[src/rtl/uart_pkg.sv]
// uart_pkg: shared UART receiver/transmitter types, line levels and baud divisor helper
package uart_pkg;
  typedef enum logic [1:0] {IDLE, START, DATA, STOP} rx_state_e;
  localparam logic STOP_BIT  = 1'b1;
  localparam logic START_BIT = 1'b0;
  function automatic int baud_div(input int clk_freq, input int baud_rate);
    return clk_freq / baud_rate;
  endfunction
endpackage

[src/rtl/uart_fifo.sv]
// uart_fifo: synchronous first-word fall-through FIFO, head reads as zero when empty
module uart_fifo #(
  parameter int WIDTH = 8,
  parameter int DEPTH = 16
) (
  input  logic             clk_i,
  input  logic             rst_ni,
  input  logic             wen_i,
  input  logic             ren_i,
  input  logic [WIDTH-1:0] din_i,
  output logic [WIDTH-1:0] dout_o,
  output logic             empty_o,
  output logic             full_o
);
  localparam int AW = $clog2(DEPTH);
  logic [WIDTH-1:0] mem [DEPTH];
  logic [AW-1:0] wr_q, rd_q;
  logic [AW:0] cnt_q;
  logic push, pop;
  assign pop = ren_i && !empty_o;
  assign push = wen_i && (!full_o || pop);
  assign empty_o = cnt_q == '0;
  assign full_o = cnt_q == (AW+1)'(DEPTH);
  assign dout_o = empty_o ? '0 : mem[rd_q];
  // storage array, contents are don't-care until written
  always_ff @(posedge clk_i)
    if (push) mem[wr_q] <= din_i;
  // pointers wrap naturally at a power-of-two depth; a pop frees room for a same-cycle push
  always_ff @(posedge clk_i or negedge rst_ni)
    if (!rst_ni) begin
      wr_q <= '0;
      rd_q <= '0;
      cnt_q <= '0;
    end else begin
      if (push) wr_q <= wr_q + 1'b1;
      if (pop) rd_q <= rd_q + 1'b1;
      cnt_q <= cnt_q + (AW+1)'(push) - (AW+1)'(pop);
    end
endmodule

[src/rtl/uart_rx.sv]
// uart_rx: 8N1 receiver into a FIFO; define UART_RX_FRAME_ERR_EN to check the stop bit and add frame_err_o
module uart_rx
  import uart_pkg::*;
#(
  parameter int CLK_FREQ   = 50_000_000,
  parameter int BAUD_RATE  = 115_200,
  parameter int DATA_WIDTH = 8,
  parameter int FIFO_DEPTH = 16
) (
  input  logic                  clk_i,
  input  logic                  rst_ni,
  input  logic                  rx_en_i,
  input  logic                  rx_bit_i,
  input  logic                  rx_ren_i,
  output logic [DATA_WIDTH-1:0] dout_o,
  output logic                  empty_o,
  output logic                  full_o,
  output logic                  overrun_o,
  output logic                  busy_o
`ifdef UART_RX_FRAME_ERR_EN
  ,
  output logic                  frame_err_o
`endif
);
  localparam int BAUD_DIV = baud_div(CLK_FREQ, BAUD_RATE);
  localparam int CW = $clog2(BAUD_DIV);
  localparam int IW = $clog2(DATA_WIDTH) + 1;
  localparam logic [CW-1:0] HALF = CW'(BAUD_DIV / 2 - 1);
  localparam logic [CW-1:0] LAST = CW'(BAUD_DIV - 1);
  localparam logic [IW-1:0] TOP_BIT = IW'(DATA_WIDTH - 1);
  rx_state_e state_q, state_d;
  logic [CW-1:0] cnt_q, cnt_d;
  logic [IW-1:0] idx_q, idx_d;
  logic [DATA_WIDTH-1:0] sh_q, sh_d;
  logic rx_meta, rx_s, push;
`ifdef UART_RX_FRAME_ERR_EN
  logic ferr;
`endif
  assign busy_o = state_q != IDLE;
  // two-flop synchronizer for the asynchronous line, preset to the idle level
  always_ff @(posedge clk_i or negedge rst_ni)
    if (!rst_ni) {rx_s, rx_meta} <= 2'b11;
    else {rx_s, rx_meta} <= {rx_meta, rx_bit_i};
  // FSM state, baud counter, bit index and shift register
  always_ff @(posedge clk_i or negedge rst_ni)
    if (!rst_ni) begin
      state_q <= IDLE;
      cnt_q <= '0;
      idx_q <= '0;
      sh_q <= '0;
    end else begin
      state_q <= state_d;
      cnt_q <= cnt_d;
      idx_q <= idx_d;
      sh_q <= sh_d;
    end
  // frame sequencing: half a bit to the start-bit centre, then whole bits; leave STOP at its centre
  always_comb begin
    state_d = state_q;
    cnt_d = cnt_q + 1'b1;
    idx_d = idx_q;
    sh_d = sh_q;
    push = 1'b0;
`ifdef UART_RX_FRAME_ERR_EN
    ferr = 1'b0;
`endif
    case (state_q)
      IDLE: begin
        cnt_d = '0;
        if (rx_en_i && rx_s == START_BIT) state_d = START;
      end
      START:
        if (cnt_q == HALF) begin
          cnt_d = '0;
          idx_d = '0;
          state_d = rx_s == START_BIT ? DATA : IDLE;
        end
      DATA:
        if (cnt_q == LAST) begin
          cnt_d = '0;
          sh_d = {rx_s, sh_q[DATA_WIDTH-1:1]};
          idx_d = idx_q + 1'b1;
          if (idx_q == TOP_BIT) state_d = STOP;
        end
      STOP:
        if (cnt_q == LAST) begin
          cnt_d = '0;
          state_d = IDLE;
`ifdef UART_RX_FRAME_ERR_EN
          push = rx_s == STOP_BIT;
          ferr = rx_s != STOP_BIT;
`else
          push = 1'b1;
`endif
        end
      default: state_d = IDLE;
    endcase
  end
  // sticky overrun: a completed frame found the FIFO full with no pop to make room
  always_ff @(posedge clk_i or negedge rst_ni)
    if (!rst_ni) overrun_o <= 1'b0;
    else overrun_o <= overrun_o | (push && full_o && !rx_ren_i);
`ifdef UART_RX_FRAME_ERR_EN
  // single-cycle pulse for a frame whose stop bit sampled low
  always_ff @(posedge clk_i or negedge rst_ni)
    if (!rst_ni) frame_err_o <= 1'b0;
    else frame_err_o <= ferr;
`endif
  uart_fifo #(.WIDTH(DATA_WIDTH), .DEPTH(FIFO_DEPTH)) u_fifo (
    .clk_i  (clk_i),
    .rst_ni (rst_ni),
    .wen_i  (push),
    .ren_i  (rx_ren_i),
    .din_i  (sh_q),
    .dout_o (dout_o),
    .empty_o(empty_o),
    .full_o (full_o)
  );
endmodule

[config.mk]
export PLATFORM = sky130hd
export DESIGN_NAME = uart_rx
export DESIGN_NICKNAME = d
export VERILOG_FILES = /design/src/rtl/uart_pkg.sv /design/src/rtl/uart_fifo.sv /design/src/rtl/uart_rx.sv
export SDC_FILE = /design/constraint.sdc
export NUM_CORES = 1
export LEC_CHECK = 0
export CORE_ASPECT_RATIO = 0.6
export CORE_MARGIN = 2
export CORE_UTILIZATION = 50
export DETAILED_ROUTE_END_ITERATION = 12
export GPL_TIMING_DRIVEN = 0
export HOLD_SLACK_MARGIN = 0.12
export PLACE_DENSITY = 0.74
export SLEW_MARGIN = 20
export SYNTH_ARGS = -nofsm -noshare
export SYNTH_HDL_FRONTEND = slang
export SYNTH_SLANG_ARGS = --single-unit
[constraint.sdc]
create_clock -name clk_i -period 3.6 [get_ports clk_i]
set_clock_uncertainty 0.05 [all_clocks]
set_input_delay 1.08 -clock clk_i [delete_from_list [all_inputs] [get_ports clk_i]]
set_output_delay 1.08 -clock clk_i [all_outputs]
set_load 0.02 [all_outputs]
Word level (Yosys, flattened, before mapping):

Memories as Yosys holds them, arrays and structs flattened.
Cells that the tools add are included.

* input bits: 5
* output and inout port bits: 12
* memories kept: 1
* logic and storage cells: 66
* flip-flop bits (word level): 39
* RAM bits: 128

Memory list
* u_fifo.mem: words 16, bits a word 8, read ports 1, clocked after Yosys merged registers in 0, wr ports 1, line uart_fifo.sv:16 `logic [WIDTH-1:0] mem [DEPTH];`

* add/subtract/negate cells: 6
* bitwise logic cells: 2
* equal/unequal tests: 12
* reduce and logical (&&, ||, !) cells: 17
* mux-type cells: 18

Operators with widths (number)
* 9-bit one-hot mux with 3 select lines: 1
* 9-bit two-way mux: 2
* 4-bit by 1-bit adder with 4-bit output, second input constant: 3
* 2-bit two-way mux: 6
* 2-bit != test, second input constant: 5
* 9-bit by 1-bit adder with 9-bit output, second input constant: 1
* 9-bit by 8-bit equality test with 1-bit output, second input constant: 1
* 9-bit equality test, second input constant: 1
* 4-bit two-way mux: 2
* 8-bit two-way mux: 1
* 2-bit one-hot mux with 4 select lines: 1
* 4-bit one-hot mux with 2 select lines: 1
* 5-bit by 1-bit adder with 5-bit output: 1
* 5-bit equality test, second input constant: 1
* 1-bit logical AND: 5
* 5-bit logical NOT: 1
* 5-bit AND reduction: 1
* 5-bit by 1-bit subtractor with 5-bit output: 1
* 2-bit equality test, second input constant: 2
* 4-bit by 3-bit equality test with 1-bit output, second input constant: 1
* 1-bit two-way mux: 4
* 2-bit nonzero test: 2
* 1-bit logical NOT: 3
* 3-bit AND reduction: 1
* other kinds (7): 7

Longest topological paths before layout:

* depth in word-level cells: 7
* gate-level depth with buffers: 14
* depth with buffers taken out: 13

By module:

From an unflattened synthesis, not the netlist that was laid out.

* cell total of the unflattened synthesis: 396
* area total of the unflattened synthesis: 7023.0 um^2

Modules (own cells, without submodules)
* uart_fifo: sequential area each 4169.0 um^2, instances 1, cells an instance 289, area an instance 5821.8 um^2
* uart_rx: sequential area each 653.1 um^2, instances 1, cells an instance 107, area an instance 1201.2 um^2

Worst setup path before layout:

OpenSTA, ideal clock, no wires.

* path kind: in2reg
* from: input rx_ren_i
* to: register u_fifo.cnt_q[4]
* buffers on the path: 1
* library setup time: 0.080 ns
* stages: 11
* slack: 0.827 ns
* required time: 3.470 ns
* arrival: 2.643 ns
* cells stage by stage: nor2b_1 clkbuf_1 ha_1 inv_1 ha_1 inv_1 fa_1 inv_1 a21oi_1 o21bai_1 xnor2_1

* longest elaborated chain between the ends: 5

RTL lines
* start, declared: line uart_rx.sv:14 `input logic rx_ren_i,`
* 1-bit logical AND (*): line uart_fifo.sv:20 `assign pop = ren_i && !empty_o;`
* net u_fifo.pop: line uart_fifo.sv:19 `logic push, pop;`
* 1-bit logical OR: line uart_fifo.sv:21 `assign push = wen_i && (!full_o || pop);`
* 1-bit logical AND: line uart_fifo.sv:21
* 5-bit by 1-bit adder with 5-bit output: line uart_fifo.sv:37 `cnt_q <= cnt_q + (AW+1)'(push) - (AW+1)'(pop);`
* 5-bit by 1-bit subtractor with 5-bit output (*): line uart_fifo.sv:37
* end signal, assigned: line uart_fifo.sv:37
* end, declared: line uart_fifo.sv:18 `logic [AW:0] cnt_q;`

The timed path passes the listed nets; every way through them passes the cells marked *.
A chain may end at the register's enable or synchronous reset.

Worst setup path in the final report:

* from: register u_fifo.rd_q[0]
* to: output dout_o[7]

* longest elaborated chain between the ends: 2

RTL lines
* start, declared: line uart_fifo.sv:17 `logic [AW-1:0] wr_q, rd_q;`
* start signal, assigned: line uart_fifo.sv:36 `if (pop) rd_q <= rd_q + 1'b1;`
* memory read 16 x 8 bit
* 8-bit two-way mux: line uart_fifo.sv:24 `assign dout_o = empty_o ? '0 : mem[rd_q];`
* end, declared: line uart_rx.sv:15 `output logic [DATA_WIDTH-1:0] dout_o,`

Every way passes these cells.

==> flow_summary.toml <==
[floorplanning]
die_h_um = 96.2
coreArea_um2 = 13700
ios = 17
initial_core_util_pct = 51.5
die-area_um2 = 15200
fp.dieW_um = 158
fp-row-count = 33

[clock_tree]
clk_path_buf_depth = 2
cts_root_buffer = "clkbuf_16"
cts.sinks = 167
htreeDepth = 4
clkTransAtPathRegs_ns = 0.07
cts_tree = "yes"
cts_buffers = 17
clock_latency_ns = 0.43

[grt]
grt.total_usage_pct = 19.9
grt_pass1_vias = 3716
grt_overflow = 0
grt_pass1_wl_um = 21200
antenna_found_initial = 0
grt_max_degree = 24

[detailed_routing]
detail_route.wl_per_cell_um = 20.8
antenna_left = 0
vias = 3648
drt_first_iter_violations = 323
drtPass1Iterations = 5
drt-vias-per-instance = 5.64
post-route-drc-count = 0
finalWirelength_um = 13500

[finish]
final_layout_size_suffix_gt1_share_pct = 23.5
utilization_pct = 59.4
nFillCells = 1015
regArea_um2 = 4820
finalNonFillerCells = 647
nets = 463
syn_to_final_growth_pct = 15.2
multi_input_area_um2 = 2100
antenna_cells = 0

[yosys]
synth_edf_count = 128
ys_warn_count = 0
yosysUniqueCellTypes = 43
yosys.area.top_type = "edfxtp_1"
ys_ff_latch = 167
synth_nets = 424
synthCells = 403
ys_top_cells_by_area = "edfxtp_1, dfrtp_1, mux4_1"
synthFlopType = "edfxtp_1"
avgSynthCellArea_um2 = 17.6
netlist_area_um2 = 7090
synth_top_area_share_pct = 54.2
ys_async_sr_fraction_pct = 23.4
ys_seq_area_share_pct = 68.1

[sta]
final.min_clock_period_ns = 3.54
grt_setup_unrepaired = "no"
finalCritPeriodShare_pct = 98.4
slew_headroom_pct = 40.7
finalWorstSetupSlack_ns = 0.0571
tightest_slew_ns = 0.886
maxSlewViolCount = 0
finalHoldViolCount = 0
hold_ws_ns = 0.309
setup_viol = 0
fmax_ghz = 0.282

[pwr]
irDropWorstVdd_mv = 0.370
p_per_area_nw_per_um2 = 631
power_mw = 5.15
power_leakage_nw = 3.39

[critical_path]
worstSetupPathType = "reg2out"
end_kind = "primary output"
worstPathMaxFanout = 10
worstPathArrival_ns = 2.41
crit_required_ns = 2.47
cp-start-kind = "flip-flop"

[hold_path]
min_path_type = "reg2reg"

[placed_design]
dp_hpwl_um = 8940
place_ws_ns = -0.0247
io_buffers = 16
place_inst = 612
place_congestion = 0.760

[outcome]
status = "finished clean"

[run]
drv_cap = 0
-- cell families after synthesis --
logic type / after synthesis / share of synthesized area [%]
flops: 167 / 68.1
simple gates: 79 / 6.25
mux: 59 / 15.2
buf+inv: 36 / 2.70
compound gates: 27 / 2.49
xor+xnor: 19 / 2.35
fa+ha+maj: 16 / 2.93
-- final timing paths --
| check | startpoint | to | slack [ns] | cells past startpoint |
|---|---|---|---|---|
| min in group asynchronous | rst_ni | cnt_q[8] | 0.53 | 1 |
| min | rx_meta | rx_s | 0.31 | 0 |
| min reg2reg | rx_meta | rx_s | 0.31 | 0 |
| max | u_fifo.rd_q[0] | dout_o[7] | 0.06 | 7 |
| max reg2reg | u_fifo.cnt_q[3] | u_fifo.cnt_q[4] | 0.61 | 15 |
| max in group asynchronous | rst_ni | rx_s | 2.43 | 2 |
-- per-stage QoR --
stage,area (um2),setup TNS [ns]
after floorplan,7090,0
after global placement,7490,-1.11
after detailed placement,7530,-0.0247
after CTS,8190,0
after global routing,8160,0
final,8160,0
-- registers in the layout, indices dropped and copies added (netlist names), 4 cells and up, named ones only --
signal        flops
u_fifo.mem      128
cnt_q             9
u_fifo.cnt_q      5
idx_q             4
u_fifo.rd_q       4
sh_q              8
u_fifo.wr_q       4
-- critical path, stage by stage (launching register included) --
cell and delay, ns:
dfrtp_1 0.39, buf_6 0.17, buf_12 0.16, buf_12 0.15
mux4_2 0.55, mux2i_2 0.23, a21oi_1 0.13, buf_2 0.18
-- metal layers --
layer | track usage [%] | share of wire [%] | wire length, um
met4 | 6.67 | 1.2 | 163
met1 | 30.0 | 49 | 6580
met2 | 29.6 | 44 | 5930
met5 | 0 | 0 | 0
met3 | 3.78 | 5.9 | 793
-- cell usage after synthesis (4+ instances only) --
cell and instances:
a21oi_1 11, buf_2 5, dfrtp_1 37, edfxtp_1 128
ha_1 15, inv_1 19, mux2_2 19, mux2i_1 8
mux4_1 17, mux4_2 15, nand2_1 7, nand3_1 10
nor2_1 29, nor3_1 7, o21ai_0 4, o21bai_1 6
xnor2_1 14, xor2_1 5
-- what timing repair did --
| action | in CTS | in global routing |
|---|---|---|
| buffers inserted | 3 | 1 |
| resized for setup | 33 | 6 |
| endpoints found under the setup margin | 8 | 7 |
| hold buffers | 0 | 0 |
-- area by class of cell --
type / count / share of cell area (%)
Buffer: 16 / 1.70
Clock buffer: 17 / 5.21
Clock inverter: 15 / 2.38
Inverter: 19 / 0.874
Multi-Input combinational cell: 200 / 25.7
Sequential cell: 167 / 59.1
Tap cell: 192 / 2.94
Timing Repair Buffer: 21 / 2.12
-- cell usage in the layout (no fill, tap or decap), types with 5 or more instances in the layout --
master           instances
mux4_1                  17
nand3_1                 10
mux4_2                  15
clkbuf_16               17
nand2_1                  7
buf_4                    6
mux2i_1                  7
o21bai_1                 6
xor2_1                   5
nor2_1                  29
inv_1                   19
edfxtp_1               128
clkdlybuf4s50_1          7
ha_1                    15
buf_2                   12
xnor2_1                 14
mux2_2                  19
dfrtp_1                 36
a21oi_1                 11
-- power breakdown --
group	switching (mW)	internal (mW)	total, mW
Sequential	0.0693	2.11	2.18
Combinational	0.560	0.509	1.07
Clock	0.785	1.11	1.90
Total	1.41	3.73	5.15
No activity file was read; power rests on OpenSTA's default activity.
